$ cat src/rtl/intr_flag_ctrl.sv
// Interrupt sequencer: drains the pipe, saves PC/flags, vectors to the ISR, restores on iret.
// Optional round-robin arbitration when INTC_RR_PRIO_EN is defined (fixed priority otherwise).
module intr_flag_ctrl #(
  parameter int          NUM_IRQ    = 4,
  parameter logic [31:0] VEC_BASE   = 32'h0000_0100,
  parameter int          VEC_STRIDE = 16
) (
  input  logic               clk,
  input  logic               rst,
  input  logic [NUM_IRQ-1:0] irq_in,
  input  logic               int_en,
  input  logic               mask_we,
  input  logic [NUM_IRQ-1:0] mask_wdata,
  input  logic               pipe_empty,
  input  logic               retire_valid,
  input  logic [31:0]        retire_npc,
  input  logic               gt_flag,
  input  logic               eq_flag,
  input  logic               iret_i,
  output logic               stall_req,
  output logic               flush,
  output logic               pc_redirect_valid,
  output logic [31:0]        pc_redirect,
  output logic [NUM_IRQ-1:0] irq_ack,
  output logic [2:0]         irq_id,
  output logic               in_isr,
  output logic               iret_flag_valid,
  output logic [1:0]         flag_restore
);

  typedef enum logic [2:0] {IDLE, DRAIN, SAVE, VECTOR, ISR, RESTORE} state_t;

  state_t             state, state_nxt;
  logic [NUM_IRQ-1:0] mask, pending;
  logic [31:0]        saved_pc;
  logic [1:0]         shadow;
  logic [2:0]         id_q, win;
  logic               found;

  always_comb pending = irq_in & mask & {NUM_IRQ{int_en}};

`ifdef INTC_RR_PRIO_EN
  logic [2:0] last_id;
  int         rr_idx;

  // Search starts just past the last serviced line and wraps.
  always_comb begin
    win    = '0;
    found  = 1'b0;
    rr_idx = 0;
    for (int k = 0; k < NUM_IRQ; k++) begin
      rr_idx = (int'(last_id) + 1 + k) % NUM_IRQ;
      if (!found && pending[rr_idx]) begin
        win   = 3'(rr_idx);
        found = 1'b1;
      end
    end
  end

  always_ff @(posedge clk) begin
    if (rst)                        last_id <= 3'(NUM_IRQ - 1);
    else if (state == SAVE && found) last_id <= win;
  end
`else
  // Descending scan so the lowest pending index is the last write.
  always_comb begin
    win   = '0;
    found = 1'b0;
    for (int i = NUM_IRQ - 1; i >= 0; i--) begin
      if (pending[i]) begin
        win   = 3'(i);
        found = 1'b1;
      end
    end
  end
`endif

  always_comb begin
    state_nxt         = state;
    stall_req         = 1'b0;
    flush             = 1'b0;
    pc_redirect_valid = 1'b0;
    pc_redirect       = '0;
    irq_ack           = '0;
    in_isr            = 1'b0;
    iret_flag_valid   = 1'b0;
    flag_restore      = '0;
    case (state)
      IDLE: if (|pending) state_nxt = DRAIN;
      DRAIN: begin
        stall_req = 1'b1;
        if (!(|pending))    state_nxt = IDLE;
        else if (pipe_empty) state_nxt = SAVE;
      end
      SAVE: begin
        // A request that vanished during SAVE aborts like a DRAIN abort.
        stall_req = 1'b1;
        for (int i = 0; i < NUM_IRQ; i++) irq_ack[i] = found && (win == 3'(i));
        state_nxt = found ? VECTOR : IDLE;
      end
      VECTOR: begin
        stall_req         = 1'b1;
        flush             = 1'b1;
        pc_redirect_valid = 1'b1;
        pc_redirect       = VEC_BASE + 32'(id_q) * 32'(VEC_STRIDE);
        state_nxt         = ISR;
      end
      ISR: begin
        in_isr = 1'b1;
        if (iret_i) state_nxt = RESTORE;
      end
      RESTORE: begin
        in_isr            = 1'b1;
        iret_flag_valid   = 1'b1;
        flag_restore      = shadow;
        flush             = 1'b1;
        pc_redirect_valid = 1'b1;
        pc_redirect       = saved_pc;
        state_nxt         = IDLE;
      end
      default: state_nxt = IDLE;
    endcase
  end

  always_ff @(posedge clk) begin
    if (rst) begin
      state    <= IDLE;
      mask     <= '1;
      saved_pc <= '0;
      shadow   <= '0;
      id_q     <= '0;
    end else begin
      state <= state_nxt;
      if (mask_we) mask <= mask_wdata;
      if (retire_valid && (state == IDLE || state == DRAIN)) saved_pc <= retire_npc;
      if (state == SAVE && found) begin
        id_q   <= win;
        shadow <= {gt_flag, eq_flag};
      end
    end
  end

  assign irq_id = id_q;

endmodule

$ cat config.mk
export PLATFORM = sky130hd
export DESIGN_NAME = intr_flag_ctrl
export DESIGN_NICKNAME = d
export VERILOG_FILES = /design/src/rtl/intr_flag_ctrl.sv
export SDC_FILE = /design/constraint.sdc
export NUM_CORES = 1
export LEC_CHECK = 0
export CORE_MARGIN = 2
export CORE_UTILIZATION = 36
export CTS_BUF_LIST = sky130_fd_sc_hd__clkbuf_4 sky130_fd_sc_hd__clkbuf_8 sky130_fd_sc_hd__clkbuf_16
export CTS_CLUSTER_SIZE = 12
export DETAILED_ROUTE_END_ITERATION = 6
export HOLD_SLACK_MARGIN = 0.08
export PLACE_DENSITY = 0.84
export SLEW_MARGIN = 20
export SYNTH_ARGS = -nofsm -noshare
export SYNTH_HDL_FRONTEND = slang
export SYNTH_SLANG_ARGS = --single-unit
$ cat constraint.sdc
create_clock -name clk -period 1.49 [get_ports clk]
set_clock_uncertainty 0.1 [all_clocks]
set_input_delay 0.149 -clock clk [delete_from_list [all_inputs] [get_ports clk]]
set_output_delay 0.149 -clock clk [all_outputs]
set_load 0.02 [all_outputs]
==> flow_summary_export.csv, run 1 <==
group,metric,value,unit
run_status,status,"complete, but fails checks",
run_status,violations,"setup timing",
global_routing,grt_usage,0.208,
global_routing,grt.busiest_layer,"met2",
detailed_routing,drtIter0Drc,53,
die,fp.dieW,77.1,µm
worst_setup_path,crit_fanout,5,
clocking,worstSkewPairLatency,0.29,ns
placed_design,globalplace.congestion,0.875,
layout,instances_no_fill,430,
detailed_routing,vias,2073,
min_path,min_path_type,"in -> reg",
synthesis,synth_commonest_cells,"nand2_1 (71), dfxtp_1 (43), a21oi_1 (37)",
clocking,cts_made_buffers,5,
worst_setup_path,cp.required,1.24,ns
clocking,path_clk_slew,0.08,ns
synthesis,async_reset_ff_frac,0,
detailed_routing,antenna_left,0,
sta,rsz0062_at_grt,"yes",
clocking,htreeDepth,2,
placed_design,numPortBuffers,93,
global_routing,grt_pass1_wl,10000,µm
clocking,ctsHoldBuffers,0,
synthesis,yosysMostFrequentCell,"nand2_1",
sta,fin_crit,1.65,ns
min_path,hold_depth,2,
layout,syn_to_final_growth,79.0,%
placed_design,hpwl,4020,µm
detailed_routing,wl_per_cell,14.0,µm
synthesis,syn_avg_cell_area,7.64,µm²
global_routing,grt_pass1_vias,2095,
worst_setup_path,slowest_delay,0.34,ns
power,p_leak,0.00148,µW
worst_setup_path,path_class,"reg -> out",
synthesis,synthCells,252,
worst_setup_path,worst_path_max_delay_cell,"dfxtp_2",
layout,n_antenna_cell,0,
synthesis,synth_top_area_cell,"dfxtp_1",
global_routing,grt_max_degree,20,
worst_setup_path,worstSetupStartpointType,"register",
global_routing,grt_use_met1,0.249,
synthesis,syn-cell-area,0.00193,mm²
worst_setup_path,reg2reg_depth,5,
worst_setup_path,cp-end-kind,"output port",
synthesis,synth_top_area_frac,0.447,
layout,final_core_utilization,0.671,
synthesis,synth.net_count,301,
sta,max_freq,607,MHz
detailed_routing,firstDrtPassIters,4,
global_routing,grt.overflow.total,0,
die,dieArea,0.00595,mm²
die,ios,95,
sta,setup_slack,-0.157,ns
die,die_h,77.1,µm
die,row_count,26,
clocking,root_buffer,"clkbuf_8",
synthesis,ys_types,31,
synthesis,synth_ff_type,"dfxtp_1",
die,start_util,0.375,
synthesis,synth.area.top_cells,"dfxtp_1 (45%), nand2_1 (14%), and3_1 (10%)",
synthesis,yosysWarnings,0,
synthesis,synth_edf_count,0,
power,power_density,706,mW/mm²
sta,post-route-period-util,1.11,
synthesis,synth-seq-cells,43,
die,coreArea,0.00514,mm²
clocking,clock_sinks,43,
job,drv_cap,0,
clocking,cts_tree,"built",
power,vdd_drop_max,0.430,mV
worst_setup_path,cp_cell_sequence,"and2b_4 > buf_6 > a22oi_2 > nor2b_1 > buf_4",
sta,hold_viol_final,0,
layout,nNetsFinal,409,
clocking,clk_path_buf_depth,2,
sta,whs,0.138,ns
placed_design,dp.cells,418,
detailed_routing,drt-vias-per-instance,4.82,
detailed_routing,drc,0,
global_routing,use_met2,0.368,
synthesis,ys_seq_area_frac,0.447,
worst_setup_path,cp.arrival,1.40,ns
global_routing,antenna_found_initial,0,
layout,drive_gt1_frac,0.331,
sta,setup_viol,41,
detailed_routing,wl,6030,µm
sta,drv_slew,0,
global_routing,grt_use_met3,0.0482,
logic make-up after synthesis:
kind of cell	Yosys count	share of synthesized area
mux	3	0.0162
simple gates	131	0.327
flops	43	0.447
compound gates	52	0.158
buf+inv	22	0.0494
other cells	1	0.00195
path summary, 6_finish.rpt:
check | from | endpoint | slack (ns)
hold / removal | rst | saved_pc[15] | 0.14
setup reg to reg | state[2] | irq_id[0] | 0.02
hold reg to reg | saved_pc[15] | saved_pc[15] | 0.35
setup / recovery | state[1] | pc_redirect[4] | -0.16
registers in the layout, indices dropped and copies added (netlist names):
signal / cells
shadow: 2
state: 3
irq_id: 2
saved_pc: 32
mask: 4
worst max-delay path: cells and delay by family, from the launching register on:
family / cells / cell delay (ns)
AND/OR/NAND/NOR: 2 / 0.42
flip-flops: 1 / 0.34
buffers and inverters: 2 / 0.28
AO/OA/AOI/OAI: 1 / 0.07
layer usage:
metal / up-vias / routed length (µm)
met3: 4 / 282
li1: 1065 / -
met4: 0 / 57
met1: 946 / 2560
met5: - / 0
met2: 58 / 3130
report_power, final:
part           total, µW  internal, µW  switching [µW]
Combinational        437           253             184
Clock                750           364             386
Sequential          1250          1210            35.9
cell usage in the layout (no fill, tap or decap), types with 2 or more instances in the layout:
cell	instances
dlygate4sd2_1	2
dfxtp_2	2
a22oi_2	2
buf_12	3
nor2b_1	7
dfxtp_4	2
a21oi_1	36
and3_1	12
a211o_1	4
dfxtp_1	39
buf_4	26
nand3b_1	2
nand2_1	71
clkdlybuf4s50_1	47
nand3_1	2
and2_4	2
and3_4	19
clkbuf_8	6
buf_6	42
a22o_4	2
nor2_1	8
mux2i_1	2
final cells by class:
type                            count  area (µm²)
Sequential cell                    43         871
Multi-Input combinational cell    187        1130
Timing Repair Buffer              123        1270
Tap cell                           70        87.6
Fill cell                         443        1690
Clock buffer                        6        82.6
Clock inverter                      1        5.00
what timing repair did:
item                       CTS  global route
pin swaps                   19             9
resized for setup          289            22
buffers inserted             3             3
setup endpoints to repair   48            56
gates cloned                 3             0
through the flow:
stage          total power, µW  area [µm²]  worst slack, ns  setup TNS [ns]
2_1_floorplan             1430        1950          -0.0175         -0.0175
3_3_place_gp              1640        3060           -0.443          -12.02
3_5_place_dp              1650        3060           -0.465          -13.07
4_1_cts                   2410        3410           -0.202           -6.47
5_1_grt                   2540        3450           -0.233           -7.02
6_report                  2430        3450           -0.157           -5.07
Power figures use the tool's default switching activity.
==> inputs of run 2 (changes only) <==
--- a/config.mk
+++ b/config.mk
@@ -6,12 +6,11 @@
 export NUM_CORES = 1
 export LEC_CHECK = 0
 export CORE_MARGIN = 2
-export CORE_UTILIZATION = 36
+export CORE_UTILIZATION = 40
 export CTS_BUF_LIST = sky130_fd_sc_hd__clkbuf_4 sky130_fd_sc_hd__clkbuf_8 sky130_fd_sc_hd__clkbuf_16
-export CTS_CLUSTER_SIZE = 12
 export DETAILED_ROUTE_END_ITERATION = 6
 export HOLD_SLACK_MARGIN = 0.08
-export PLACE_DENSITY = 0.84
+export PLACE_DENSITY = 0.88
 export SLEW_MARGIN = 20
 export SYNTH_ARGS = -nofsm -noshare
 export SYNTH_HDL_FRONTEND = slang
==> constraint.sdc (replaced) <==
create_clock -name clk -period 1.78 [get_ports clk]
set_clock_uncertainty 0.1 [all_clocks]
set_input_delay 0.178 -clock clk [delete_from_list [all_inputs] [get_ports clk]]
set_output_delay 0.178 -clock clk [all_outputs]
set_load 0.02 [all_outputs]
==> run 2 against run 1 <==
The run now ends clean. Sequential power shrank 17%. Via count shrank 1.0%. Worst hold slack gained 0.20 ns. First-iteration DRC count grew 91%. Design area shrank 16%. Setup slack gained 0.21 ns. Die area shrank 9.5%. Final cell count shrank 6.0%. Sequential share of layout area grew 4.5 points. Largest cell class is now multi-input gates. Flip-flop and latch count is the same. Clock power shrank 20%. Combinational power shrank 30%.
==> flow_summary_export.csv, run 2 (synthesis results as in run 1) <==
group,metric,value,unit
detailed_routing,highest-signal-layer,"met4",
detailed_routing,met3WireLength,300,µm
worst_setup_path,worstSetupStartpointType,"register",
power,vdd_drop_max,0.372,mV
clocking,htreeDepth,2,
layout,regArea,866,µm²
clocking,ctsHoldBuffers,0,
detailed_routing,vias,2052,
worst_setup_path,path_class,"reg -> out",
layout,multi_input_area,981,µm²
layout,fillCellCount,476,
die,ios,95,
detailed_routing,wl,5430,µm
clocking,cts_tree,"built",
global_routing,grt.overflow.total,0,
detailed_routing,antenna_left,0,
clocking,clk_path_buf_depth,2,
layout,final_core_utilization,0.620,
detailed_routing,drt-vias-per-instance,5.08,
power,p_leak,0.00139,µW
global_routing,grt_pass1_vias,1965,
job,drv_cap,0,
die,start_util,0.410,
sta,hold_viol_final,0,
sta,post-route-period-util,0.972,
layout,final_common_cell,"nand2_1",
worst_setup_path,slowest_delay,0.35,ns
clocking,cts_made_buffers,5,
die,coreArea,0.00469,mm²
sta,max_freq,578,MHz
layout,largest_registers,"saved_pc x32, mask x4, state x3",
detailed_routing,wl_per_cell,13.4,µm
detailed_routing,firstDrtPassIters,4,
global_routing,grt_max_degree,32,
sta,drv_slew,0,
layout,nNetsFinal,398,
sta,rsz0062_at_grt,"no",
die,fp.dieW,73.4,µm
die,dieArea,0.00538,mm²
run_status,status,"finished, final reports clean",
layout,layout_common_cells,"nand2_1 (71), clkdlybuf4s50_1 (50), dfxtp_1 (41), a21oi_1 (37), and3_1 (31)",
placed_design,hpwl,3900,µm
detailed_routing,drtIter0Drc,101,
placed_design,globalplace.congestion,0.883,
layout,drive_gt1_frac,0.220,
die,row_count,25,
worst_setup_path,worst_path_max_delay_cell,"dfxtp_1",
worst_setup_path,cp.required,1.50,ns
power,totalPowerFinal,1950,µW
clocking,cts_setup_buffers,0,
clocking,worstSkewPairLatency,0.28,ns
worst_setup_path,path_buf_inv,1,
detailed_routing,wl_met2,2690,µm
worst_setup_path,cp_cell_sequence,"and4bb_4 > nand4_1 > a21oi_1 > buf_2",
worst_setup_path,cp_top_family,"simple AND/OR/NAND/NOR gates",
layout,n_antenna_cell,0,
clocking,clock_sinks,43,
worst_setup_path,crit_fanout,3,
worst_setup_path,cp.arrival,1.45,ns
clocking,path_clk_slew,0.08,ns
layout,syn_to_final_growth,51.1,%
die,die_h,73.4,µm
detailed_routing,wl_met1,2300,µm
global_routing,grt_pass1_wl,8800,µm
power,power_density,669,mW/mm²
detailed_routing,drc,0,
global_routing,antenna_found_initial,0,
global_routing,grt_usage,0.208,
layout,largest_reg_flops,32,
placed_design,numPortBuffers,93,
layout,regMostFlops,"saved_pc",
sta,fin_crit,1.73,ns
worst_setup_path,cp-end-kind,"output port",
min_path,min_path_type,"in -> reg",
sta,finalSetupTns,0,ns
clocking,root_buffer,"clkbuf_8",
sta,setup_viol,0,
[run 2: cell count changes in the layout (fill, tap and decap cells not counted), moves of 2 or more]
cell	before	now
a22o_4	2	0
clkbuf_2	0	13
and2_1	0	2
buf_4	26	13
clkbuf_4	0	2
buf_2	1	28
buf_6	42	4
and3_4	19	0
dfxtp_1	39	41
clkdlybuf4s50_1	47	50
and2_4	2	0
and3_1	12	31
[run 2: worst paths after layout]
path	start	to	slack [ns]	cells after the start
hold reg to reg	saved_pc[15]	saved_pc[15]	0.35	2
setup reg to reg	state[0]	irq_id[0]	0.18	5
hold / removal	retire_npc[22]	saved_pc[22]	0.34	3
setup / recovery	state[0]	irq_ack[3]	0.05	4
[run 2: report_power, final]
part           leakage [µW]  total [µW]  switching, µW  internal [µW]
clock network     0.0000491         598            293            306
registers          0.000355        1040           27.8           1010
logic              0.000989         307            135            172
total               0.00139        1950            456           1490
[run 2: repair_timing]
item	4_1_cts	5_1_grt
endpoints found under the hold margin	0	0
setup endpoints to repair	43	38
gates resized for setup	122	43
pin swaps	0	0
[run 2: worst register-to-register path: stages, from the launching register on]
cell and delay [ns]:
dfxtp_1 0.35, and4bb_4 0.34, buf_4 0.13, o21ai_2 0.10, or3_1 0.38, a21oi_1 0.13
[run 2: cell type report]
type	instances	area share
timing repair buffer	112	0.312
clock buffer	7	0.0288
sequential	43	0.298
tap	54	0.0232
multi-input combinational	187	0.337
clock inverter	1	0.00172
[run 2: metrics by stage]
step	cells	hold slack, ns	instance area (µm²)	setup WS [ns]
finish	404	0.335	2910	0.0490
global placement	396	0.336	3000	-0.231
floorplan	252	0.196	1930	0.0799
detailed placement	396	0.342	3000	-0.283
CTS	404	0.330	3090	0.000304
global route	404	0.344	2910	0.00593
[run 2: metal layers]
| layer | vias to the layer above | GRT usage |
|---|---|---|
| met4 | 0 | 0.0828 |
| met2 | 82 | 0.355 |
| met5 | - | 0 |
| li1 | 1043 | - |
| met1 | 909 | 0.255 |
| met3 | 18 | 0.0412 |
